<file path="src/rtl/master_split_stage.sv">
// Registered AXI-Stream master stage: takes packed output-buffer entries and emits one beat per
// packet segment, so the keep lanes of a beat never straddle a packet boundary.
module master_split_stage #(
    parameter int T_DATA_WIDTH = 8,
    parameter int M_KEEP_WIDTH = 4,
    parameter int LANE_SZ      = 2 + T_DATA_WIDTH,
    parameter int ENTRY_SZ     = LANE_SZ * M_KEEP_WIDTH,
    parameter int LEFT_ALIGN   = 0,
    parameter int CNT_WIDTH    = 16
) (
    input  logic                               clk,
    input  logic                               rst,
    input  logic [ENTRY_SZ-1:0]                entry_i,
    input  logic                               entry_valid_i,
    output logic                               entry_ready_o,
    output logic                               m_valid_o,
    input  logic                               m_ready_i,
    output logic                               m_last_o,
    output logic [M_KEEP_WIDTH-1:0]            m_keep_o,
    output logic [T_DATA_WIDTH*M_KEEP_WIDTH-1:0] m_data_o,
    output logic [CNT_WIDTH-1:0]               pkt_count_o
);

    // state | meaning
    // IDLE  | no entry held; a valid entry_i is the segment source
    // SPLIT | entry held in held_q, rem_q marks lanes still to be emitted (never zero)
    typedef enum logic {IDLE, SPLIT} state_t;

    localparam int LO_W = (M_KEEP_WIDTH > 1) ? $clog2(M_KEEP_WIDTH) : 1;
    localparam int DW   = T_DATA_WIDTH * M_KEEP_WIDTH;

    state_t                  state_q, state_d;
    logic [ENTRY_SZ-1:0]     held_q, held_d;
    logic [M_KEEP_WIDTH-1:0] rem_q, rem_d;

    logic                    out_free;
    logic                    has_src;
    logic [ENTRY_SZ-1:0]     src_entry;
    logic [M_KEEP_WIDTH-1:0] src_rem;
    logic [M_KEEP_WIDTH-1:0] lane_keep, lane_last;
    logic [DW-1:0]           lane_data;
    logic [M_KEEP_WIDTH-1:0] seg;
    logic [LO_W-1:0]         lo;
    logic                    found_lo;
    logic                    beat_last;
    logic [M_KEEP_WIDTH-1:0] beat_keep;
    logic [DW-1:0]           beat_data;
    logic                    beat_emit;
    logic [M_KEEP_WIDTH-1:0] rem_next;
    logic                    leading;

    assign out_free      = !m_valid_o || m_ready_i;
    assign has_src       = (state_q == SPLIT) || entry_valid_i;
    assign entry_ready_o = (state_q == IDLE) && out_free;

    always_comb begin
        src_entry = (state_q == SPLIT) ? held_q : entry_i;
        src_rem   = (state_q == SPLIT) ? rem_q : '1;

        lane_keep = '0;
        lane_last = '0;
        lane_data = '0;
        for (int i = 0; i < M_KEEP_WIDTH; i++) begin
            lane_keep[i] = src_entry[i*LANE_SZ];
            lane_last[i] = src_entry[i*LANE_SZ+1];
            lane_data[i*T_DATA_WIDTH +: T_DATA_WIDTH] = src_entry[i*LANE_SZ+2 +: T_DATA_WIDTH];
        end

        // Segment: from the lowest remaining lane up to and including the first last lane.
        seg       = '0;
        lo        = '0;
        found_lo  = 1'b0;
        beat_last = 1'b0;
        for (int i = 0; i < M_KEEP_WIDTH; i++) begin
            if (src_rem[i] && !beat_last) begin
                seg[i] = 1'b1;
                if (!found_lo) begin
                    found_lo = 1'b1;
                    lo       = i[LO_W-1:0];
                end
                if (lane_last[i]) beat_last = 1'b1;
            end
        end

        beat_keep = lane_keep & seg;
        beat_data = '0;
        for (int i = 0; i < M_KEEP_WIDTH; i++) begin
            if (seg[i]) beat_data[i*T_DATA_WIDTH +: T_DATA_WIDTH] = lane_data[i*T_DATA_WIDTH +: T_DATA_WIDTH];
        end
        if (LEFT_ALIGN != 0) begin
            beat_keep = beat_keep >> lo;
            beat_data = beat_data >> (int'(lo) * T_DATA_WIDTH);
        end
        beat_emit = (|beat_keep) || beat_last;

        // Null lanes at the bottom of the remainder would only produce empty beats; drop them now.
        rem_next = src_rem & ~seg;
        leading  = 1'b1;
        for (int i = 0; i < M_KEEP_WIDTH; i++) begin
            if (rem_next[i] && leading) begin
                if (!lane_keep[i] && !lane_last[i]) rem_next[i] = 1'b0;
                else                                leading     = 1'b0;
            end
        end
    end

    always_comb begin
        state_d = state_q;
        held_d  = held_q;
        rem_d   = rem_q;
        if (out_free && has_src) begin
            if (rem_next == '0) begin
                state_d = IDLE;
                rem_d   = '0;
            end else begin
                state_d = SPLIT;
                rem_d   = rem_next;
                if (state_q == IDLE) held_d = entry_i;
            end
        end
    end

    always_ff @(posedge clk) begin
        if (rst) begin
            state_q     <= IDLE;
            held_q      <= '0;
            rem_q       <= '0;
            m_valid_o   <= 1'b0;
            m_last_o    <= 1'b0;
            m_keep_o    <= '0;
            m_data_o    <= '0;
            pkt_count_o <= '0;
        end else begin
            state_q <= state_d;
            held_q  <= held_d;
            rem_q   <= rem_d;
            if (m_valid_o && m_ready_i && m_last_o) pkt_count_o <= pkt_count_o + 1'b1;
            if (out_free) begin
                if (has_src) begin
                    m_valid_o <= beat_emit;
                    m_last_o  <= beat_last;
                    m_keep_o  <= beat_keep;
                    m_data_o  <= beat_data;
                end else begin
                    m_valid_o <= 1'b0;
                end
            end
        end
    end

endmodule

</file>
<file path="config.mk">
export PLATFORM = sky130hd
export DESIGN_NAME = master_split_stage
export DESIGN_NICKNAME = d
export VERILOG_FILES = /design/src/rtl/master_split_stage.sv
export SDC_FILE = /design/constraint.sdc
export NUM_CORES = 1
export LEC_CHECK = 0
export CAP_MARGIN = 20
export CORE_ASPECT_RATIO = 2
export CORE_UTILIZATION = 45
export CTS_BUF_LIST = sky130_fd_sc_hd__clkbuf_4
export DETAILED_ROUTE_END_ITERATION = 16
export PLACE_DENSITY = 0.81
export RECOVER_POWER = 100
export SYNTH_ARGS = -nofsm -noshare
export SYNTH_HDL_FRONTEND = slang
export SYNTH_SLANG_ARGS = --single-unit
</file>
<file path="constraint.sdc">
create_clock -name clk -period 2.2 [get_ports clk]
set_input_delay 0.55 -clock clk [delete_from_list [all_inputs] [get_ports clk]]
set_output_delay 0.55 -clock clk [all_outputs]
set_load 0.1 [all_outputs]
</file>
==> results of run 1 <==
-- area by class of cell --
type                            instances  area [um2]
Antenna cell                            1        2.50
Clock buffer                           10        75.1
Clock inverter                          6        36.3
Fill cell                             783        3350
Inverter                                5        18.8
Multi-Input combinational cell        321        2000
Sequential cell                        88        1770
Tap cell                               98         123
Timing Repair Buffer                  132         977
-- power breakdown --
part | leakage (nW) | switching (mW) | total, mW | internal (mW)
clock network | 0.0575 | 0.551 | 0.789 | 0.237
logic | 1.29 | 1.12 | 1.77 | 0.655
registers | 0.721 | 0.132 | 1.93 | 1.79
-- critical path: stages --
cell	delay (ns)
clkdlybuf4s50_1	0.47
nor2b_2	0.20
clkbuf_2	0.17
nor2_4	0.04
buf_12	0.16
-- worst max-delay path by stage --
stage	startpoint	end	slack, ns	cells past startpoint
global route	m_ready_i	entry_ready_o	0.02	5
finish	m_ready_i	entry_ready_o	0.06	5
detailed placement	entry_i[11]	held_q[11]$_SDFFE_PP0P_	-0.30	7
CTS	m_ready_i	entry_ready_o	0.03	5
floorplan	pkt_count_o[9]$_SDFFE_PP0P_	pkt_count_o[13]$_SDFFE_PP0P_	0.02	5
global placement	entry_i[1]	held_q[26]$_SDFFE_PP0P_	-0.22	7
-- through the flow --
stage / util, % / cells
3_3_place_gp: 60.7 / 644
5_1_grt: 59.9 / 661
3_5_place_dp: 60.7 / 644
4_1_cts: 62.0 / 660
2_1_floorplan: - / 442
6_report: 59.9 / 661
-- per-layer routing --
layer / share of wire (%) / routed length (um) / vias up
met5: 0 / 0 / -
met4: 3.1 / 313 / 0
met3: 4.6 / 459 / 24
met2: 55 / 5460 / 99
met1: 38 / 3750 / 1668
li1: - / - / 1738
-- sequential cells by signal, summed over array words and instances, names as in the netlist --
name and count:
m_data_o 32, held_q 30, pkt_count_o 16, m_keep_o 4, rem_q 3, m_last_o 1
m_valid_o 1, state_q 1
-- synth_stat cells (all sizes together) --
cell    number  area, um2
or3          2       12.5
clkbuf      21       78.8
dfxtp       88       1760
xor2         7       61.3
a21boi       1       18.8
o22ai        1       6.26
nand4        3       18.8
and3         5       31.3
inv          5       18.8
a21oi       28        140
o21a         1       7.51
mux2        26        308
nor4         2       12.5
buf          7       70.1
nor2        63        236
o32ai        1       8.76
o21ai        3       15.0
a211oi       1       7.51
a31oi        2       12.5
xnor2        8       70.1
nand3       17       85.1
nor3        18        100
a22oi       14        105
nor2b       14       87.6
nor3b        1       7.51
o221ai       1       26.3
nand2b       2       12.5
a32oi        1       16.3
ha           1       12.5
nand2       65        244
a211o        1       8.76
mux2i       31        310
o32a         1       10.0
-- kinds of logic after synthesis --
family	synth area share [%]
AO/OA/AOI/OAI	9.76
AND/OR/NAND/NOR	21.6
adder cells (fa/ha/maj)	0.319
flip-flops	44.9
buffers and inverters	4.27
multiplexers	15.8
XOR/XNOR	3.35
==> flow_summary.ini, run 1 <==
[grt]
use_met3_pct = 4.93
grt_usage_pct = 22.9
met1_usage_pct = 23.0
antenna_found_initial = 1
top_usage_layer = met2
grt_pass1_vias = 3502
grt_max_degree = 49
overflow = 0
grt_use_met2_pct = 41.1
grt_pass1_wl_um = 15700

[placement]
pre_cts_ws_ns = -0.297
port_buffers = 98
gp_congestion = 0.963
hpwl_um = 7380
place_area_um2 = 5070

[worst_setup_path]
worstSetupEndpointType = output port
startpoint_type = input port
crit_required_ns = 1.65
timing.rr.start = state_q$_SDFFE_PP0P_
cp_max_fo = 4
arrival_ns = 1.59
crit_type = in2out
ff2ff_path_depth = 7
r2r-end = m_data_o[9]$_SDFFE_PP0P_
rrSetupSlack_ns = 0.19

[pwr]
total_power_mw = 4.48
peakVddDrop_mv = 0.359
p_per_area_nw_per_um2 = 897
leakage_nw = 2.07

[timing]
final.min_clock_period_ns = 2.14
worst_pin_slew_ns = 0.670
hold_viol = 0
max_slew_margin_pct = 55.0
fin_skew_ns = 0.0116
finalWorstSetupSlack_ns = 0.0593
timing.setup.tns_ns = 0
setup_viol = 0
max_freq_mhz = 467
drv_slew = 0
timing.final.crit_share_pct = 97.3
timing.hold.ws_ns = 0.458
rsz0062_at_grt = false

[clock_tree]
post_cts_buffers = 0
post_cts_resized = 0
hold_buffers = 0
tritoncts = yes
cts_made_buffers = 9
path_clk_slew_ns = 0.13
ctsLongestPathBuffers = 2
htreeDepth = 3
clock-sinks = 88
worstSkewPairLatency_ns = 0.45
clockRootBuffer = clkbuf_4

[detailed_routing]
routed_wl_um = 9980
drt_iter0_drc = 171
drc = 0
wl_per_cell_um = 15.1
drtAntennaViolNets = 0
vias = 3529
drtPass1Iterations = 5
routed_via_density = 5.34

[layout]
final_cell_mix = 80 x dfxtp_1, 65 x nand2_1, 62 x nor2_1, 56 x clkbuf_2, 42 x clkdlybuf4s50_1
drive_gt1_share_pct = 24.2
area_growth_pct = 27.5
layout_commonest_cell = dfxtp_1
nets = 602
final_cell_area_um2 = 5000

[min_path]
worstHoldEndpoint = m_data_o[3]$_SDFFE_PP0P_
hold_class = reg2reg
min_path_cells = 2
hold_start = m_data_o[3]$_SDFFE_PP0P_

[synth]
ys_types = 40
synth_area_um2 = 3920
avgSynthCellArea_um2 = 8.87
ys.warnings.count = 0
synth_nets = 487
ys_seq_area_share_pct = 44.9
synth_cells = 442
ys_seq_elements = 88

[flow_run]
cap_viol_max_count = 0

[floorplan]
io_pins = 99
fp-row-count = 47
initial_core_util_pct = 47.0
die_x_um = 68.0
die_h_um = 134
dieArea_um2 = 9120
core_um2 = 8350

[outcome]
status = complete, no violations
No activity file was read; power rests on OpenSTA's default activity.
==> inputs of run 2 (changes only) <==
CTS_CLUSTER_SIZE = 40   (was not set)
PLACE_DENSITY = 0.86   (was 0.81)
==> flow_summary.ini, run 2 (same netlist as run 1, synthesis figures left out) <==
[outcome]
status = complete, no violations

[worst_setup_path]
cpLargestDelayFamily = buffers and inverters
crit_type = in2out
crit_path_start = m_ready_i
cp_slowest_cell = clkdlybuf4s50_1
crit_required_ns = 1.65
rrSetupSlack_ns = 0.10
critPathMaxStageDelay_ns = 0.54
crit_buf_inv = 3
arrival_ns = 1.58
worstSetupEndpointType = output port
timing.rr.start = state_q$_SDFFE_PP0P_
ff2ff_path_depth = 6
r2r-end = held_q[24]$_SDFFE_PP0P_
startpoint_type = input port
cp_max_fo = 4
crit_path_cell_trace = clkdlybuf4s50_1 -> nor2b_2 -> buf_4 -> nor2_4 -> buf_12

[timing]
timing.hold.ws_ns = 0.464
final.min_clock_period_ns = 2.13
worst_pin_slew_ns = 1.10
setup_viol = 0
finalWorstSetupSlack_ns = 0.0650
fin_skew_ns = 0.0136
max_slew_margin_pct = 26.6
rsz0062_at_grt = false
drv_slew = 0
timing.final.crit_share_pct = 97.0
hold_viol = 0
max_freq_mhz = 468

[floorplan]
die_x_um = 68.0
fp-row-count = 47
io_pins = 99
core_um2 = 8350
die_h_um = 134
initial_core_util_pct = 47.0
dieArea_um2 = 9120

[layout]
layout_commonest_cell = dfxtp_1
final_cell_area_um2 = 5080
final-seq-area_um2 = 1770
largestRegisters = m_data_o: 32 flops, held_q: 30 flops, pkt_count_o: 16 flops
area_growth_pct = 29.6
largest_register_ffs = 32
final_cell_mix = 80 x dfxtp_1, 65 x nand2_1, 62 x nor2_1, 57 x clkbuf_2, 42 x clkdlybuf4s50_1
nets = 604
drive_gt1_share_pct = 24.5
multiInputGateArea_um2 = 2010
top_register = m_data_o
fillers = 743

[clock_tree]
path_clk_slew_ns = 0.13
clock-sinks = 88
cts_made_buffers = 9
hold_buffers = 0
post_cts_buffers = 0
worstSkewPairLatency_ns = 0.46
post_cts_resized = 0
tritoncts = yes
htreeDepth = 3
ctsLongestPathBuffers = 2
clockRootBuffer = clkbuf_4

[placement]
place_area_um2 = 5070
gp_congestion = 0.888
pre_cts_ws_ns = -0.417
hpwl_um = 7380
port_buffers = 98

[detailed_routing]
routed_via_density = 5.35
wl_per_cell_um = 15.1
drtAntennaViolNets = 0
met1_length_um = 3620
routed_wl_um = 10000
dr_wl_met3_um = 453
vias = 3549
drc = 0
drtPass1Iterations = 4
met2_length_um = 5480
highest_layer = met4
drt_iter0_drc = 198

[grt]
grt_pass1_vias = 3499
grt_max_degree = 57
grt_usage_pct = 23.2
overflow = 0
antenna_found_initial = 1
grt_pass1_wl_um = 15900

[pwr]
p_per_area_nw_per_um2 = 958
p_int_mw = 3.04
switchingPower_mw = 1.83
power_frac_clock_pct = 23.7
leakage_nw = 2.11
p_sw_share_pct = 37.7
peakVddDrop_mv = 0.542
seqPwrFrac_pct = 39.6
total_power_mw = 4.87
p_comb_share_pct = 36.8

[min_path]
min_path_cells = 2
worstHoldEndpoint = m_data_o[2]$_SDFFE_PP0P_
hold_start = m_data_o[2]$_SDFFE_PP0P_
hold_class = reg2reg

[flow_run]
cap_viol_max_count = 0
==> run 2: area by class of cell <==
type | instances | share of cell area, %
multi-input cells | 321 | 39.5
flip-flops and latches | 88 | 34.9
repair buffers | 134 | 19.1
well taps | 98 | 2.41
clock inverters | 7 | 2.34
clock buffers | 9 | 1.33
inverters | 5 | 0.369
diodes | 1 | 0.0492
==> run 2: worst max-delay path by stage <==
stage                     slack, ns  depth (start not counted)                            to
after global placement        -0.29                          7       held_q[21]$_SDFFE_PP0P_
final                          0.07                          5                 entry_ready_o
after floorplan                0.02                          5  pkt_count_o[13]$_SDFFE_PP0P_
after global routing           0.01                          8     m_data_o[29]$_SDFFE_PP0P_
after detailed placement      -0.42                          7       held_q[10]$_SDFFE_PP0P_
after CTS                      0.01                          3                 entry_ready_o
==> run 2: power by group through the flow <==
stage,Sequential (mW),Combinational [mW],Clock (mW)
3_5_place_dp,1.96,1.87,0
5_1_grt,1.95,1.91,1.25
3_3_place_gp,1.95,1.82,0
4_1_cts,1.92,1.88,1.17
2_1_floorplan,2.37,0.929,0
6_report,1.93,1.79,1.15
==> run 2: worst register-to-register path, cell delays in order, from the launching register on <==
cell     delay (ns)
dfxtp_4        0.48
nor3b_1        0.38
o22ai_1        0.19
a32oi_1        0.25
o32a_2         0.21
buf_12         0.15
mux2_2         0.34
==> run 2: stage by stage <==
step	setup TNS, ns	cells	util (%)
floorplan	0	442	-
global placement	-7.86	646	60.7
detailed placement	-10.14	646	60.7
CTS	0	662	63.0
global route	0	663	60.9
finish	0	663	60.9
==> run 2: layer usage <==
metal	global-route usage, %	vias to the layer above
li1	-	1745
met3	5.10	33
met5	0	-
met4	13.9	0
met2	41.5	108
met1	23.1	1663
